[config.mk]
export PLATFORM = sky130hd
export DESIGN_NAME = regfile_ecall_unit
export DESIGN_NICKNAME = d
export VERILOG_FILES = /design/src/rtl/regfile_ecall_unit.sv
export SDC_FILE = /design/constraint.sdc
export NUM_CORES = 2
export LEC_CHECK = 0
export CORE_ASPECT_RATIO = 1.2
export CORE_MARGIN = 1.5
export CORE_UTILIZATION = 41
export DETAILED_ROUTE_END_ITERATION = 10
export GPL_ROUTABILITY_DRIVEN = 0
export PLACE_DENSITY_LB_ADDON = 0.1
export SETUP_SLACK_MARGIN = 0.15
export SYNTH_ARGS = -nofsm -noshare
export SYNTH_HDL_FRONTEND = slang
export SYNTH_SLANG_ARGS = --single-unit
export TNS_END_PERCENT = 20
[constraint.sdc]
create_clock -name clk -period 2.6 [get_ports clk]
set_input_delay 0.39 -clock clk [delete_from_list [all_inputs] [get_ports clk]]
set_output_delay 0.39 -clock clk [all_outputs]
set_load 0.03 [all_outputs]
[src/rtl/regfile_ecall_unit.sv]
// Register file with a small ecall service FSM: print, read, halt and test-case load.
// a7 selects the syscall, a0 carries its argument/result; stall holds the CPU during handshakes.
module regfile_ecall_unit #(
    parameter int              XLEN    = 32,
    parameter int              NREG    = 32,
    parameter int              SYS_IDX = 17,
    parameter logic [XLEN-1:0] SP_INIT = 'h7fff,
    parameter logic [XLEN-1:0] GP_INIT = 'h1000,
    parameter bit              BYPASS  = 1'b1
) (
    input  logic                     clk,
    input  logic                     reset,
    input  logic [$clog2(NREG)-1:0]  rs1,
    input  logic [$clog2(NREG)-1:0]  rs2,
    input  logic [$clog2(NREG)-1:0]  rd,
    input  logic [XLEN-1:0]          write_data,
    input  logic                     reg_write,
    input  logic                     ecall,
    input  logic [XLEN-1:0]          test_case,
    input  logic [XLEN-1:0]          io_in_data,
    input  logic                     io_in_valid,
    output logic                     io_in_ready,
    output logic [XLEN-1:0]          io_out_data,
    output logic                     io_out_valid,
    input  logic                     io_out_ready,
    output logic [XLEN-1:0]          read_data1,
    output logic [XLEN-1:0]          read_data2,
    output logic                     stall,
    output logic                     halted,
    output logic [7:0]               led_out
);

    localparam int AW = $clog2(NREG);

    typedef enum logic [1:0] {IDLE, PRINT, READ, HALT} state_t;

    state_t          state_q;
    state_t          state_d;
    logic [XLEN-1:0] regs [NREG];
    logic [XLEN-1:0] a0;
    logic [XLEN-1:0] a7;
    logic            sys_print;
    logic            sys_read;
    logic            sys_exit;
    logic            sys_test;
    logic            do_test;
    logic            print_done;
    logic            read_done;
    logic            wr_en;
    logic            led_test;
    logic            led_read;

    assign a0 = regs[10];
    assign a7 = regs[SYS_IDX];

    assign sys_print = (a7 == XLEN'(1));
    assign sys_read  = (a7 == XLEN'(5));
    assign sys_exit  = (a7 == XLEN'(10));
    assign sys_test  = (a7 == XLEN'(11));

    assign do_test    = (state_q == IDLE) && ecall && sys_test;
    assign print_done = (state_q == PRINT) && io_out_ready;
    assign read_done  = (state_q == READ) && io_in_valid;
    assign wr_en      = reg_write && (rd != '0) && (state_q == IDLE) && !ecall;

    // Stall drops in the completion cycle so the CPU retires the ecall on the
    // same edge the FSM returns to IDLE and the ecall is never decoded twice.
    always_comb begin
        state_d = state_q;
        stall   = 1'b0;
        case (state_q)
            IDLE: begin
                if (ecall) begin
                    if (sys_print) begin
                        state_d = PRINT;
                        stall   = 1'b1;
                    end else if (sys_read) begin
                        state_d = READ;
                        stall   = 1'b1;
                    end else if (sys_exit) begin
                        state_d = HALT;
                        stall   = 1'b1;
                    end
                end
            end
            PRINT: begin
                stall = !io_out_ready;
                if (io_out_ready) state_d = IDLE;
            end
            READ: begin
                stall = !io_in_valid;
                if (io_in_valid) state_d = IDLE;
            end
            HALT: begin
                stall = 1'b1;
            end
            default: begin
                state_d = IDLE;
            end
        endcase
    end

    always_ff @(posedge clk) begin
        if (reset) begin
            state_q      <= IDLE;
            io_out_valid <= 1'b0;
            io_out_data  <= '0;
            io_in_ready  <= 1'b0;
            halted       <= 1'b0;
            led_test     <= 1'b0;
            led_read     <= 1'b0;
        end else begin
            state_q  <= state_d;
            led_test <= do_test;
            led_read <= read_done;
            if (state_q == IDLE && state_d == PRINT) begin
                io_out_valid <= 1'b1;
                io_out_data  <= a0;
            end else if (print_done) begin
                io_out_valid <= 1'b0;
            end
            if (state_q == IDLE && state_d == READ) begin
                io_in_ready <= 1'b1;
            end else if (read_done) begin
                io_in_ready <= 1'b0;
            end
            if (state_q == IDLE && state_d == HALT) begin
                halted <= 1'b1;
            end
        end
    end

    // a0 is written by the test-case load and by input completion; neither can
    // coincide with a CPU write because those only happen in IDLE without ecall.
    always_ff @(posedge clk) begin
        if (reset) begin
            for (int i = 0; i < NREG; i++) begin
                if (i == 2)
                    regs[i] <= SP_INIT;
                else if (i == 3)
                    regs[i] <= GP_INIT;
                else
                    regs[i] <= '0;
            end
        end else begin
            if (wr_en) begin
                regs[rd] <= write_data;
            end
            if (do_test) begin
                regs[10] <= test_case;
            end else if (read_done) begin
                regs[10] <= io_in_data;
            end
        end
    end

    always_comb begin
        read_data1 = regs[rs1];
        if (rs1 == AW'(0))
            read_data1 = '0;
        else if (BYPASS && reg_write && rd != AW'(0) && rd == rs1)
            read_data1 = write_data;
    end

    always_comb begin
        read_data2 = regs[rs2];
        if (rs2 == AW'(0))
            read_data2 = '0;
        else if (BYPASS && reg_write && rd != AW'(0) && rd == rs2)
            read_data2 = write_data;
    end

    assign led_out = {led_read, 5'b0, led_test, halted};

endmodule

### After elaboration in Yosys (flattened, before gate mapping)

Memories as Yosys holds them, arrays and structs flattened. A register that Yosys moved wholly into a read port is not among the register bits.
Index checks and enable logic that the tools add are counted.

| storage, ports and cells | value |
|---|---|
| register bits after elaboration | 7 |
| RAM bits | 1,024 |
| output and inout port bits | 108 |
| word-level logic and storage cells | 80 |
| memories kept | 1 |

Memory list:

| memory | words | width | read ports | clocked after memory_dff | wr ports | RTL line | text |
|---|---|---|---|---|---|---|---|
| regs | 32 | 32 | 4 | 1 | 32 | 39 | `logic [XLEN-1:0] regs [NREG];` |

| operators by class | value |
|---|---|
| equality and inequality tests | 12 |
| multiplexer cells | 37 |
| bitwise logic cells | 2 |
| reduce and logical (&&, ||, !) cells | 22 |

Operators with widths:

| operator | count |
|---|---|
| 32-bit 2-to-1 mux | 7 |
| 32-bit by 4-bit equality test with 1-bit output, second input constant | 2 |
| 32-bit by 1-bit equality test with 1-bit output, second input constant | 1 |
| 32-bit by 3-bit equality test with 1-bit output, second input constant | 1 |
| 32-bit OR reduction | 1 |
| 1-bit 2-to-1 mux | 21 |
| 1-bit logical AND | 12 |
| 2-bit 2-to-1 mux | 6 |
| 5-bit equality test | 2 |
| 5-bit logical NOT | 2 |
| 2-bit equality test, second input constant | 4 |
| 2-bit one-hot mux with 3 select lines | 1 |
| 5-bit 2-to-1 mux | 1 |
| 5-bit nonzero test | 1 |
| 2-bit by 1-bit equality test with 1-bit output, second input constant | 2 |
| 1-bit one-hot mux with 4 select lines | 1 |
| 2-bit nonzero test | 2 |
| 1-bit logical NOT | 3 |
| 2-bit logical NOT | 1 |
| 1-bit OR | 2 |

### Longest topological paths before layout

An unclocked memory read counts as a cell.

| depth | value |
|---|---|
| depth after elaboration | 10 |
| gate-level depth with buffers | 10 |

### Least setup slack after synthesis

No wires, ideal clock.

| timing | value |
|---|---|
| path type | input to output |
| start | input port rd[0] |
| end | output port read_data2[20] |
| arrival time | 2,438 ps |
| setup slack | -228 ps |
| cell stages on the path | 8 |
| path buffers | 3 |
| cells stage by stage | buf_2 or2_1 buf_4 o41ai_4 nor4_1 buf_2 a211o_1 o21ai_0 |

| between the ends | value |
|---|---|
| longest elaborated chain between the ends | 5 |
| elaborated cells between the ends (all ways) | 6 |
| those cells by class | eq/ne (1); mux (2); reduce/logical (3) |

RTL lines:

| what | RTL line | text |
|---|---|---|
| start, declared | 15 | `input logic [$clog2(NREG)-1:0] rd,` |
| 5-bit nonzero test | 169 | `else if (BYPASS && reg_write && rd != AW'(0) && rd == rs2)` |
| 1-bit logical AND | 169 |  |
| 1-bit logical AND (*) | 169 |  |
| 32-bit 2-to-1 mux (*) | 169 |  |
| 32-bit 2-to-1 mux (*) | 167 | `if (rs2 == AW'(0))` |
| end, declared | 27 | `output logic [XLEN-1:0] read_data2,` |

Mark *: on every way between the ends. The rest lies on a longest branch, timed or not.

==> run metrics <==
failing checks setup timing; most frequent CP cell mux4_2; layout cells sized above 1 37.59%; WP data required 2210 ps; via count 40152; Initial Util 41.34%; worst hold path type in -> reg; Met2 Wirelength 107.3 mm; Pre-Repair DR Iteration Count 6; setup_tns -30750 ps; first-pass GRT wire length 316.9 mm; Die Ht 410.7 µm; hold slack 181.8 ps; Synth Register Bits 1063; H-tree levels 3; fmax 302.4 MHz; M1 WL 89.60 mm; largest net degree at the start of global routing 43; Final Cycle Share 127.2%; Final Hold Viols 0; MaxCap Viol Count 0; unrepaired setup endpoints after global routing yes; share of the yosys chip area belonging to registers 55.52%; pre-CTS setup slack -1234 ps; setup violators final 65; FILL cells 11338; Port Buffers 219; Cell Pwr Density 614.6 mW/mm²; Site Rows 149; synthesized area 0.05679 mm²; relative slew slack 45.31%; min Tclk post-route 3306 ps; Buf/Inv on CP 1; Worst setup SP type flop; initial antenna violation count 13; layout net count 4722; Die ar. 0.1408 mm²; slowest cell on the critical path mux4_2; Synth area leaders edfxtp_1, mux4_2, and2_1; Critical Path Source regs[7][5]$_SDFFCE_PN0P_; Slew Limit Fails 0; CTS Root Cell clkbuf_16; Core Region 0.1374 mm²; initial DRC count 5061; Yosys warnings 0; Syn Area/Cell 14.69 µm²; Crit path arrival time 2920 ps; outcome complete, but fails checks; Vias/cell 6.155; Avg WL per Cell 35.18 µm; slowest cell delay on critical path 540 ps; total track usage 32.50%; Static Leak 26.40 nW; TritonCTS Sinks 1063; number of flops mapped to enable cells by yosys 1024; met3 wire len 22.17 mm; DRC violations left 0; num ports 225; CP Class reg -> out; Yosys top cell by area edfxtp_1; Die Wd 342.8 µm; cells after synthesis 3867; Post-DRT Antenna Nets 0; CTS tree done; vias in the first global route 40009; Overflow after GRT 0; clk buf depth 3; Synth Flop Type edfxtp_1; Final HPWL DP 162.8 mm; Reg clk slew, reported paths 60 ps; CP Capture Type output port; CTS buffer count 116; Netlist cell types 59; DR top layer met5; clock skew 24.44 ps; P&R area growth vs syn 29.14%; worst path cell trace mux4_2 > mux4_2 > nor2b_4 > a221o_1 > buf_6; peak supply drop 0.5516 mV; final WL 229.5 mm; Top delay family on crit path multiplexers; asr flop ratio synth 0%; post-synth top area share 54.14%; Worst Hold Launch reset; Worst Max-Slew Pin Slew 817.8 ps; Reg-to-Reg Start regs[17][28]$_SDFFCE_PN0P_; CP Max Fanout 2; final setup margin -706.4 ps; Clock Latency Late Sink 750 ps
## worst reg2reg max path: cells and delay by family, from the launching register on
family	cells	cell delay [ps]
buf+inv	4	790
mux	1	340
simple gates	4	840
flops	1	500
## flip-flops by register name (all words and copies together) (netlist names)
signal,count
halted,1
io_in_ready,1
io_out_data,32
io_out_valid,1
led_read,1
led_test,1
regs,1024
state_q,2
## routing by layer
metal / track usage [%] / vias up
li1: - / 16378
met1: 43.87 / 21153
met2: 51.66 / 2215
met3: 5.982 / 402
met4: 13.59 / 4
met5: 0 / -
## stage by stage
stage	area [µm²]	total power [mW]	utilization, %	std cells
after floorplan	57100	23.63	-	3903
after global placement	67450	27.53	49.09	6249
after detailed placement	67450	27.57	49.09	6249
after CTS	72560	44.93	52.81	6496
after global routing	73330	46.09	53.37	6519
final	73340	45.08	53.38	6524
## cell families after synthesis
kind of cell | Yosys count | synth area share (%)
AOI/OAI and AO/OA | 364 | 4.712
xor gates and xnor gates | 10 | 0.1542
buffers and inverters | 416 | 3.344
DFF | 1063 | 55.52
muxes | 650 | 22.21
other | 1 | 0.006603
and+or+nand+nor | 1363 | 14.06
## final cells by class
class	instances	area (µm²)	share of cell area [%]
sequential	1063	31530	42.99
multi-input combinational	2424	25100	34.22
clock inverter	72	758.2	1.034
antenna	6	15.01	0.02047
clock buffer	147	3114	4.246
inverter	5	18.77	0.02559
tap	1812	2267	3.091
timing repair buffer	995	10540	14.38
## cell usage in the layout, fill, tap and decap left out, drive strengths merged, types with 45 or more instances in the layout
| master | netlist | final |
|---|---|---|
| mux4 | 488 | 488 |
| nor2b | 45 | 45 |
| clkdlybuf4s50 | 0 | 138 |
| o22ai | 58 | 58 |
| nor2 | 100 | 100 |
| a22oi | 93 | 93 |
| clkinv | 0 | 49 |
| clkbuf | 252 | 149 |
| and2 | 950 | 950 |
| mux2i | 162 | 162 |
| edfxtp | 1024 | 1024 |
| nand2 | 125 | 125 |
| buf | 159 | 849 |
## power breakdown
part / switching, mW / total (mW) / internal (mW)
clock: 7.26 / 17.2 / 9.94
sequential: 0.473 / 20.1 / 19.6
combinational: 4.15 / 7.77 / 3.62
total: 11.9 / 45.1 / 33.2
## synthesized netlist by cell type (7+ instances only)
master / instances
edfxtp_1: 1024
and2_1: 950
mux4_2: 488
clkbuf_1: 252
mux2i_1: 162
nand2_1: 125
nor2_1: 99
a22oi_1: 93
buf_2: 90
o22ai_1: 58
buf_4: 48
nor2b_1: 45
a211oi_1: 40
dfxtp_1: 39
or2_2: 33
nor4_1: 30
o21ai_0: 30
a21oi_1: 29
a22o_1: 28
a221o_1: 26
nand3_1: 21
or3_1: 20
a221oi_1: 17
buf_1: 15
nand2b_1: 10
o211ai_1: 10
nor3_1: 8
xnor2_1: 8
a41oi_1: 7
## final timing paths
kind,endpoint,slack [ps],cells after the start
worst min-delay path,halted$_SDFFE_PP0P_,180,3
worst min register to register,io_in_ready$_SDFFE_PP0P_,460,2
worst max register to register,io_out_data[19]$_SDFFE_PP0P_,10,9
worst max-delay path,read_data1[5],-710,5
## repair_timing
| action | CTS | global route |
|---|---|---|
| hold endpoints to repair | 0 | 0 |
| gates resized for setup | 223 | 121 |
| setup endpoints to repair | 142 | 210 |
| cloned | 1 | 1 |
| buffers inserted | 27 | 21 |
| hold buffers | 0 | 0 |
| pin swaps | 72 | 41 |
(Power assumes the default switching activity.)
